===== src/rtl/instr_fetch_unit_pkg.sv =====
// Shared sizing for the instruction fetch front end.
// Widths match the InstructionMemory this unit drives; RESET_PC_DEFAULT is
// the boot address used when the top-level parameter is left untouched.
package instr_fetch_unit_pkg;

  localparam int INSTR_ADDRW = 6;   // word address width
  localparam int INSTR_SIZE  = 32;  // instruction word width
  localparam int INSTR_DEPTH = 64;  // number of words in instruction memory

  localparam logic [INSTR_ADDRW-1:0] RESET_PC_DEFAULT = '0;

endpackage


===== src/rtl/instr_fetch_unit.sv =====
// Purpose: owns the PC, drives instruction memory, builds the IF/ID register.
// Latency: address -> IF/ID is 2 edges; a redirect costs exactly one bubble.
// Backpressure: stall freezes IF/ID and replays the in-flight address.
//
// Ports:
//   clk, rst_n            clock, asynchronous active-low reset
//   stall                 decode cannot accept this cycle
//   redirect, redirect_pc taken branch/jump and its word-address target
//   imem_addr, imem_data  instruction memory address (comb) / read data (1-cycle)
//   id_instr, id_pc       IF/ID instruction and its address
//   id_valid              IF/ID holds a live instruction
//   fetch_count           number of valid IF/ID captures (wraps)
module instr_fetch_unit
  import instr_fetch_unit_pkg::*;
#(
  parameter logic [INSTR_ADDRW-1:0] RESET_PC = RESET_PC_DEFAULT
) (
  input  logic                   clk,
  input  logic                   rst_n,
  input  logic                   stall,
  input  logic                   redirect,
  input  logic [INSTR_ADDRW-1:0] redirect_pc,
  output logic [INSTR_ADDRW-1:0] imem_addr,
  input  logic [INSTR_SIZE-1:0]  imem_data,
  output logic [INSTR_SIZE-1:0]  id_instr,
  output logic [INSTR_ADDRW-1:0] id_pc,
  output logic                   id_valid,
  output logic [15:0]            fetch_count
);

  // Sequential word address with wrap at the end of memory.
  function automatic logic [INSTR_ADDRW-1:0] next_addr(input logic [INSTR_ADDRW-1:0] a);
    if (a == INSTR_ADDRW'(INSTR_DEPTH - 1)) return '0;
    return a + 1'b1;
  endfunction

  logic [INSTR_ADDRW-1:0] pc_q;        // next sequential address to issue
  logic [INSTR_ADDRW-1:0] fetch_pc_q;  // address of the word now on imem_data
  logic                   fetch_vld_q; // that word is live (not reset residue)

  // While stalled, re-issue the in-flight address so its data is still on
  // imem_data when the stall drops; no re-fetch cycle is needed.
  always_comb begin
    imem_addr = pc_q;
    if (redirect) begin
      imem_addr = redirect_pc;
    end else if (stall && fetch_vld_q) begin
      imem_addr = fetch_pc_q;
    end
  end

  always_ff @(posedge clk or negedge rst_n) begin
    if (!rst_n) begin
      pc_q        <= RESET_PC;
      fetch_pc_q  <= '0;
      fetch_vld_q <= 1'b0;
      id_instr    <= '0;
      id_pc       <= '0;
      id_valid    <= 1'b0;
      fetch_count <= '0;
    end else if (redirect) begin
      // Flush IF/ID and drop the in-flight word; the target is being read now.
      fetch_pc_q  <= redirect_pc;
      fetch_vld_q <= 1'b1;
      pc_q        <= next_addr(redirect_pc);
      id_valid    <= 1'b0;
    end else if (!stall) begin
      id_instr    <= imem_data;
      id_pc       <= fetch_pc_q;
      id_valid    <= fetch_vld_q;
      fetch_pc_q  <= pc_q;
      fetch_vld_q <= 1'b1;
      pc_q        <= next_addr(pc_q);
      if (fetch_vld_q) begin
        fetch_count <= fetch_count + 16'd1;
      end
    end
  end

endmodule


===== config.mk =====
export PLATFORM = sky130hd
export DESIGN_NAME = instr_fetch_unit
export DESIGN_NICKNAME = d
export VERILOG_FILES = /design/src/rtl/instr_fetch_unit_pkg.sv /design/src/rtl/instr_fetch_unit.sv
export SDC_FILE = /design/constraint.sdc
export NUM_CORES = 1
export LEC_CHECK = 0
export ABC_CLOCK_PERIOD_IN_PS = 1900
export CORE_ASPECT_RATIO = 2
export CORE_MARGIN = 5
export CORE_UTILIZATION = 25
export CTS_CLUSTER_SIZE = 8
export DETAILED_ROUTE_END_ITERATION = 8
export PLACE_DENSITY = 0.55
export SLEW_MARGIN = 5
export SYNTH_ARGS = -nofsm -noshare
export SYNTH_HDL_FRONTEND = slang
export SYNTH_SLANG_ARGS = --single-unit

===== constraint.sdc =====
create_clock -name clk -period 1.9 [get_ports clk]
set_input_delay 0.285 -clock clk [delete_from_list [all_inputs] [get_ports clk]]
set_output_delay 0.285 -clock clk [all_outputs]
set_load 0.02 [all_outputs]

==> flow_summary.toml <==
[run_status]
outcome = "finished, final reports clean"

[floorplanning]
ios = 103
core.rowCount = 57
start_util = 0.255
die_area_sq_mm = 0.0148
coreArea_sq_mm = 0.0121
chipHeight_microns = 167
die_w_microns = 88.6

[power]
share_comb_of_total_power = 0.270
netSwitchingPower_w = 0.00133
p_sw_frac = 0.286
powerDensity_mw_per_mm2 = 961
p_leak_nw = 2.03
power_frac_seq = 0.399
ir_drop_v = 0.000406
power.total_w = 0.00465
p_clk_frac = 0.331
intPower_w = 0.00332

[grt]
grt.met1_usage = 0.112
grt-busiest-layer = "met2"
grt_max_degree = 37
first_global_vias = 2594
grt_first_pass_wirelength_microns = 12800
grtUsageMet3 = 0.0182
grt_use_total = 0.112
antenna_found_initial = 0
grtUsageMet2 = 0.206
grt_remaining_overflow = 0

[drt]
drc = 0
ant_nets = 0
first_iter_violations = 53
routed_wl_microns = 8020
vias_per_cell = 4.52
first_pass_iters = 4
wl_per_cell_microns = 15.0
via_count = 2421

[finish]
multi_input_area_sq_mm = 0.00136
drive_gt1_frac = 0.260
fin_area_sq_mm = 0.00484
final_nets = 431
final_cells = 536
fin_util = 0.399
fillers = 1194
diodes = 0
regArea_sq_mm = 0.00170
area_growth_syn_to_layout_pct = 56.5

[synth]
synth_seq_cells = 68
ys_top_cells_by_area = "dfrtp_1 55%, mux2_2 14%, xnor2_1 2.8%, xor2_1 2.8%, a211oi_1 2.7%"
syn_inst = 256
ys_seq_area_frac = 0.551
synth_cell_types = 31
syn_nets = 301
syn_area_sq_mm = 0.00309
yosysTopAreaCell = "dfrtp_1"
ys_async_sr_fraction = 1.00
yosys.area.top_type_share = 0.551
ys_warn_count = 0
syn_avg_cell_area_sq_um = 12.1
yosysMostFrequentCell = "dfrtp_1"
synthFlopType = "dfrtp_1"
synth_common_cells = "68 x dfrtp_1, 39 x mux2_2, 22 x nor2_1"
synth_edf_count = 0

[flow_run]
maxCapViolCount = 0

[cts]
clk_latency_ns = 0.32
tritoncts.num_buffers = 9
cts_tree = "built"
numClockSinks = 68
path_clk_slew_ns = 0.05
ctsRootBufferMaster = "clkbuf_16"
clockBufferDepth = 2
htreeDepth = 3

[placed_design]
placed_area_sq_mm = 0.00452
detailed_place_hpwl_microns = 6270
io_buffers = 102
gp_congestion = 0.782
dp_cells = 521

[worst_setup_path]
crit_required_ns = 1.62
cp-start-kind = "register"
criticalPathCategory = "reg2out"
cp.arrival_ns = 1.54
cp-end-kind = "primary output"
critPathMaxFanout = 8

[timing]
skew_ns = 0.00664
worst_pin_slew_ns = 0.445
finalHoldViolations = 0
timing.final.crit_share = 0.959
min_period_ns = 1.82
relSlewSlack = 0.704
fmax_ghz = 0.549
hold_slack_ns = 0.438
maxSlewViolCount = 0
rsz0062_at_grt = "no"
finalSetupViolCount = 0

[hold_path]
hold_path.class = "in2async"
-- registers in the layout, indices dropped and copies added (netlist names) --
name	flops
fetch_count	16
fetch_pc_q	6
fetch_vld_q	1
id_instr	32
id_pc	6
id_valid	1
pc_q	6
-- kinds of logic (layout without fill, tap and decap cells) --
family,Yosys count,count (layout),synth area share
mux,41,41,0.149
simple gates,81,81,0.151
compound gates,27,27,0.0563
fa+ha+maj,3,3,0.0121
flops,68,68,0.551
buf+inv,16,149,0.0247
xor+xnor,20,20,0.0567
-- placed cells by master, fill, tap and decap left out, types with 3 or more instances in the layout --
cell type,count
clkdlybuf4s50_1,94
dfrtp_1,67
mux2_2,39
buf_4,25
nor2_1,21
nand2_1,12
xor2_1,10
xnor2_1,10
nor2b_1,9
nand3_1,9
clkbuf_16,9
and3_1,8
a21oi_1,7
a211oi_1,6
a211oi_2,5
o21ai_0,5
buf_12,5
nor2b_2,3
nor3_1,3
nand4_1,3
ha_1,3
clkbuf_8,3
dlygate4sd2_1,3
-- metrics by stage --
stage / setup slack [ns] / TNS [ns]
after detailed placement: -0.476 / -6.90
after floorplan: 0.460 / 0
after CTS: 0.0274 / 0
after global routing: 0.000979 / 0
after global placement: -0.490 / -6.57
final: 0.0775 / 0
-- power by group through the flow --
| stage | Clock [W] | Sequential [W] | Combinational [W] |
|---|---|---|---|
| 2_1_floorplan | 0 | 0.00208 | 0.000369 |
| 3_3_place_gp | 0 | 0.00187 | 0.00127 |
| 3_5_place_dp | 0 | 0.00188 | 0.00128 |
| 4_1_cts | 0.00160 | 0.00186 | 0.00128 |
| 5_1_grt | 0.00166 | 0.00189 | 0.00135 |
| 6_report | 0.00154 | 0.00185 | 0.00126 |
-- critical path, stage by stage (launching register included) --
cell,delay (ns)
dfrtp_2,0.48
and3_1,0.18
a211oi_2,0.19
nor2_1,0.05
dlygate4sd2_1,0.32
-- metal layers --
| layer | wire [microns] | part of all wire |
|---|---|---|
| met1 | 2810 | 0.35 |
| met2 | 4590 | 0.57 |
| met3 | 345 | 0.043 |
| met4 | 269 | 0.034 |
| met5 | 0 | 0 |
-- final cells by class --
cell class | instances | share of cell area
Clock buffer | 12 | 0.0551
Timing Repair Buffer | 133 | 0.270
Tap cell | 147 | 0.0380
Clock inverter | 2 | 0.00207
Inverter | 2 | 0.00155
Sequential cell | 68 | 0.352
Multi-Input combinational cell | 172 | 0.281
-- path summary, 6_finish.rpt --
path | to | depth (start not counted) | slack, ns | startpoint
worst max-delay path | imem_addr[4] | 4 | 0.08 | fetch_vld_q
worst min register to register | fetch_count[15] | 1 | 0.46 | fetch_count[15]
worst min-delay path | fetch_count[5] | 2 | 0.44 | rst_n
min in group clk | fetch_count[15] | 1 | 0.46 | fetch_count[15]
worst max register to register | pc_q[3] | 5 | 0.31 | pc_q[1]
max in group asynchronous | id_instr[30] | 3 | 0.87 | rst_n
-- timing repair --
| item | CTS | global route |
|---|---|---|
| hold buffers | 1 | 0 |
| cloned | 0 | 0 |
| setup endpoints to repair | 6 | 6 |
| endpoints found under the hold margin | 16 | 0 |
| gates resized for setup | 16 | 8 |
| buffers inserted | 0 | 0 |
(Power assumes the default switching activity.)
==> edit 1 (same flow settings) <==
`INSTR_ADDRW`: 6 -> 8.
--- a/src/rtl/instr_fetch_unit_pkg.sv
+++ b/src/rtl/instr_fetch_unit_pkg.sv
@@ -5,3 +5,3 @@
 
-  localparam int INSTR_ADDRW = 6;   // word address width
+  localparam int INSTR_ADDRW = 8;   // word address width
   localparam int INSTR_SIZE  = 32;  // instruction word width
Interface: changed (resized id_pc, imem_addr and redirect_pc); port bits go from 103 to 109. No check against the original RTL was run, so the function may have changed too.
==> edit 1 against the original RTL <==
Synthesized area grew 9.6%. Largest cell class unchanged. Sequential power grew 8%. Via count grew 9.3%. Routed wire length grew 16%. Worst setup slack lost 0.025 ns. Sequential cell count grew 6. Synthesized cell count grew 7.4%. Cell area grew 7.7%. Total power grew 9.5%. Critical path type is now input port to output port. Critical endpoint is now imem_addr[6].
==> edit 1: results (changes against the original RTL) <==
detailed-placement wirelength estimate=7290 um (+16%); async set-reset flop share out of synthesis=100% (unchanged); final routed wirelength across all metal layers=9330 um (+16%); global placement routability congestion=0.765 (-2.1%); vias in the first global route=2858 (+10%); Largest regs=id_instr: 32 flops, fetch_count: 16 flops; Pre-antenna DRT Iters=4 (unchanged); number of design-rule violations left by the first detailed-router iteration=69 (+30%); top post-synthesis cells by count=sky130_fd_sc_hd__dfrtp_1 (74), sky130_fd_sc_hd__mux2_2 (41), sky130_fd_sc_hd__a21oi_1 (20), sky130_fd_sc_hd__mux2i_1 (18), sky130_fd_sc_hd__nand2_1 (15); setup repair bufs after CTS=0 (unchanged); I/O Buffers=108 (+5.9%); post-CTS clock slew at the launch and capture registers of the worst setup and hold paths=0.06 ns; Mapped Nets=322 (+7.0%); NumNets Final=465 (+7.9%); initial antenna violation count=0 (unchanged); hold crit path type=input port to asynchronous set/reset pin; fraction of the mapped netlist area in compound gates=5.76% (+0.13 points); clock skew=0.00775 ns (+0.00111 ns); share of layout cells above drive strength 1=26.2% (+0.28 points); register containing the most flip-flops in the final layout=id_instr; post-synth cell types=34 (+9.7%); top cells by area, synth=sky130_fd_sc_hd__dfrtp_1 (55%), sky130_fd_sc_hd__mux2_2 (14%), sky130_fd_sc_hd__mux2i_1 (5.3%); clock root cell=sky130_fd_sc_hd__clkbuf_16; global-route total usage across every layer=12.0% (+0.83 points); pin count of the biggest net entering global routing=40 (+8.1%); via/cell ratio=4.58 (+1.4%); critical path peak fanout=8 (unchanged); IR drop worst, VDD=427 uV (+5.3%); count of H-tree levels built during CTS=3 (unchanged); prevailing post-synth register cell=sky130_fd_sc_hd__dfrtp_1; Crit path arrival time=1.56 ns (+0.02 ns); synth warn=0 (unchanged); total CTS buffers=9 (unchanged); slew at the pin closest to its max-slew limit=0.480 ns (+0.0348 ns); number of filler cells placed in the layout=1314 (+10%); clk buf depth=2 (unchanged); share of synthesized cell area in full adder, half adder and majority cells=1.11% (-0.11 points); share of cell area taken by muxes after synthesis=18.9% (+4.1 points); clock insertion delay at the later pin of the skew report=approximately 0.33 ns; Seq/Total Area, Yosys=54.7% (-0.41 points); post-detailed-placement cell area=4920 sq um (+8.9%); outcome=complete, no violations; post-synthesis xor/xnor area fraction=5.69% (+0.019 points); leakage power of the design=0.00219 uW (+7.9%); global-route wire length before repair=15000 um (+18%)
==> edit 1: cell families after synthesis <==
logic type      Yosys count
flops                    74
simple gates             69
mux                      59
compound gates           33
xor+xnor                 22
buf+inv                  15
fa+ha+maj                 3
==> edit 1: critical path, stage by stage <==
cell and delay [ns]:
sky130_fd_sc_hd__clkdlybuf4s50_1 0.48, sky130_fd_sc_hd__nand2_1 0.09, sky130_fd_sc_hd__buf_12 0.16, sky130_fd_sc_hd__mux2i_1 0.11, sky130_fd_sc_hd__a21oi_1 0.15, sky130_fd_sc_hd__clkdlybuf4s15_2 0.28
==> edit 1: metal layers <==
| layer | wire, um | track usage (%) | share of wire (%) | vias to the layer above |
|---|---|---|---|---|
| li1 | - | - | - | 1267 |
| met1 | 3110 | 11.6 | 33 | 1282 |
| met2 | 5570 | 23.5 | 60 | 77 |
| met3 | 357 | 1.90 | 3.8 | 20 |
| met4 | 284 | 6.27 | 3.0 | 0 |
| met5 | 0 | 0 | 0 | - |
==> edit 1: final cells by class <==
type | instances | area, sq um | area share [%]
Timing Repair Buffer | 145 | 1380 | 26.6
Multi-Input combinational cell | 186 | 1480 | 28.3
Inverter | 2 | 7.51 | 0.144
Sequential cell | 74 | 1850 | 35.6
Tap cell | 155 | 194 | 3.72
Clock inverter | 6 | 66.3 | 1.27
Clock buffer | 10 | 229 | 4.40
==> edit 1: final timing paths <==
path                       slack (ns)  cells past startpoint               to             from
min reg2reg                      0.47                      1  fetch_count[15]  fetch_count[15]
max reg2reg                      0.20                      6          pc_q[3]          pc_q[1]
max in group asynchronous        0.84                      3      id_instr[7]            rst_n
min in group clk                 0.47                      1  fetch_count[15]  fetch_count[15]
min                              0.46                      2         id_pc[6]            rst_n
max                              0.05                      6     imem_addr[6]            stall
==> edit 1: timing repair <==
action	4_1_cts	5_1_grt
setup endpoints to repair	7	8
hold buffers	1	0
endpoints found under the hold margin	35	0
pin swaps	0	0
gates resized for setup	21	9
==> edit 1: metrics by stage <==
stage / power [uW] / setup slack, ns / cells / hold slack (ns) / setup TNS (ns)
floorplan: 2690 / 0.264 / 275 / -0.0106 / 0
global placement: 3460 / -0.294 / 561 / 0.274 / -5.12
detailed placement: 3490 / -0.308 / 561 / 0.280 / -6.24
CTS: 5210 / 0.0139 / 578 / 0.470 / 0
global route: 5350 / 0.00347 / 578 / 0.516 / 0
finish: 5090 / 0.0524 / 578 / 0.457 / 0
==> edit 1: where the power goes <==
part | internal, uW | switching, uW | leakage (uW)
Combinational | 737 | 677 | 0.00118
Sequential | 1810 | 193 | 0.000882
Clock | 1020 | 657 | 0.000135
==> edit 2 (same flow settings) <==
Without the edit above. Put one more register stage on the output `fetch_count`. The value now appears one clock later. The other outputs are not delayed to match.
--- a/src/rtl/instr_fetch_unit.sv
+++ b/src/rtl/instr_fetch_unit.sv
@@ -30,2 +30,4 @@
 
+  logic [15:0] fetch_count_s0;
+
   // Sequential word address with wrap at the end of memory.
@@ -59,3 +61,3 @@
       id_valid    <= 1'b0;
-      fetch_count <= '0;
+      fetch_count_s0 <= '0;
     end else if (redirect) begin
@@ -74,3 +76,3 @@
       if (fetch_vld_q) begin
-        fetch_count <= fetch_count + 16'd1;
+        fetch_count_s0 <= fetch_count_s0 + 16'd1;
       end
@@ -79,2 +81,6 @@
 
+  always_ff @(posedge clk) begin
+    fetch_count <= fetch_count_s0;
+  end
+
 endmodule
Formal check against the unedited RTL: not equivalent (a bounded check fails within 4 cycles, from zero or initial values and one cycle with rst_n low).
==> edit 2 against the original RTL <==
Sequential cell count increased by 16. Die area is 7.9% higher. Sequential share of layout area rose by 4.9 points. Non-clock buffer count down 4. Routed wire length up 1.8%. Total power grew 9.8%. Largest power group unchanged. Global-route usage decreased by 0.47 points. Synthesized area is 8.7% higher. Clock power grew 5%. Cell area grew 4.2%. Worst setup slack improved by 0.0050 ns. Sequential power grew 21%.
==> edit 2: results (changes against the original RTL) <==
Mapped Nets=312 (+3.7%); share of layout cells above drive strength 1=23.7% (-2.3 points); setup slack of the worst register-to-register path=0.31 ns (about the same); global-route total usage across every layer=10.7% (-0.47 points); Crit path arrival time=1.53 ns; worst hold slack across all endpoints=0.392 ns (-0.0459 ns); post-synth cell types=33 (+6.5%); synth warn=0 (unchanged); hold crit path type=flip-flop to flip-flop; post-placement worst setup slack=-0.320 ns (+0.157 ns); via/cell ratio=4.46 (-1.2%); global placement routability congestion=0.816 (+4.3%); NumNets Final=441 (+2.3%); Highest Clock Rate=0.550 GHz (+0.28%); via count=2481 (+2.5%); routed wire length per instance=14.7 um (-1.8%); Seq/Total Area, Yosys=60.2% (+5.1 points); WL met1=2880 um (+2.5%); synthesized instance count=267 (+4.3%); clock skew=0.0104 ns (+0.00371 ns); vias in the first global route=2626 (+1.2%); wire length on met3=341 um (-1.2%); startpoint of the most critical hold path=fetch_count_s0[15]; outcome=complete, no violations; clock root cell=sky130_fd_sc_hd__clkbuf_16; detailed-placement wirelength estimate=6150 um (-1.9%); I/O Buffers=102 (unchanged); global-route wire length before repair=13400 um (+4.8%); top post-synthesis cells by count=sky130_fd_sc_hd__dfrtp_1 (68), sky130_fd_sc_hd__mux2_2 (39), sky130_fd_sc_hd__nor2_1 (19), sky130_fd_sc_hd__dfxtp_1 (16), sky130_fd_sc_hd__xnor2_1 (14); number of placed instances, taps included=539 (+3.5%); R2R Path Start=fetch_vld_q; post-detailed-placement cell area=4760 sq um (+5.3%); Worst Setup Path Type=flip-flop to output port; routed length on met2=4710 um (+2.6%); worst reg2reg path endpoint=fetch_count_s0[14]; pin count of the biggest net entering global routing=69 (+86%); DR top layer=met4; async set-reset flop share out of synthesis=81.0% (-19 points); leakage power of the design=0.00211 uW (+3.9%); number of filler cells placed in the layout=1337 (+12%); clock insertion delay at the later pin of the skew report=0.34 ns (+0.02 ns); slew at the pin closest to its max-slew limit=0.385 ns (-0.0592 ns); top cells by area, synth=sky130_fd_sc_hd__dfrtp_1 (51%), sky130_fd_sc_hd__mux2_2 (13%), sky130_fd_sc_hd__dfxtp_1 (9.5%); Largest regs=id_instr: 32 flops, fetch_count: 16 flops, fetch_count_s0: 16 flops; count of cells along the worst register-to-register path=5 (unchanged); number of design-rule violations left by the first detailed-router iteration=47 (-11%); IR drop worst, VDD=428 uV (+5.5%)
## edit 2: cell families (layout without fill, tap and decap cells)
family	Yosys count	in the layout	synth area share [%]
simple gates	80	80	13.0
xor+xnor	20	20	5.21
buf+inv	12	146	1.64
flops	84	84	60.2
fa+ha+maj	3	3	1.12
compound gates	27	27	5.21
mux	41	41	13.7
## edit 2: worst max-delay path by stage
stage                              end  depth (start not counted)
final                     imem_addr[1]                          4
after global routing      imem_addr[1]                          4
after CTS                 imem_addr[3]                          4
after detailed placement  imem_addr[1]                          6
after global placement    imem_addr[0]                          6
after floorplan           imem_addr[0]                          5
## edit 2: worst max-delay path, stage by stage (launching register included)
cell	delay [ns]
sky130_fd_sc_hd__dfrtp_2	0.48
sky130_fd_sc_hd__and3_1	0.18
sky130_fd_sc_hd__a211oi_2	0.20
sky130_fd_sc_hd__nor2_1	0.06
sky130_fd_sc_hd__clkdlybuf4s15_1	0.28
## edit 2: what timing repair did
item | CTS | global route
gates resized for setup | 10 | 14
pin swaps | 0 | 0
endpoints found under the setup margin | 6 | 6
hold endpoints to repair | 68 | 0
hold buffers | 1 | 0
setup buffers | 0 | 0
## edit 2: metal layers
metal	track usage (%)	vias up
met3	2.43	15
met1	10.4	1211
met5	0	-
met4	6.39	0
li1	-	1193
met2	20.0	62
## edit 2: power breakdown
part | internal, uW | switching (uW)
sequential | 2060 | 181
combinational | 664 | 575
clock | 926 | 699
total | 3650 | 1460
## edit 2: cell type report
type,instances,area [sq um],area share (%)
inverter,1,3.75,0.0744
clock inverter,5,36.3,0.720
sequential,84,2020,40.1
timing repair buffer,129,1230,24.4
multi-input combinational,171,1310,26.0
tap,155,194,3.85
clock buffer,11,243,4.81
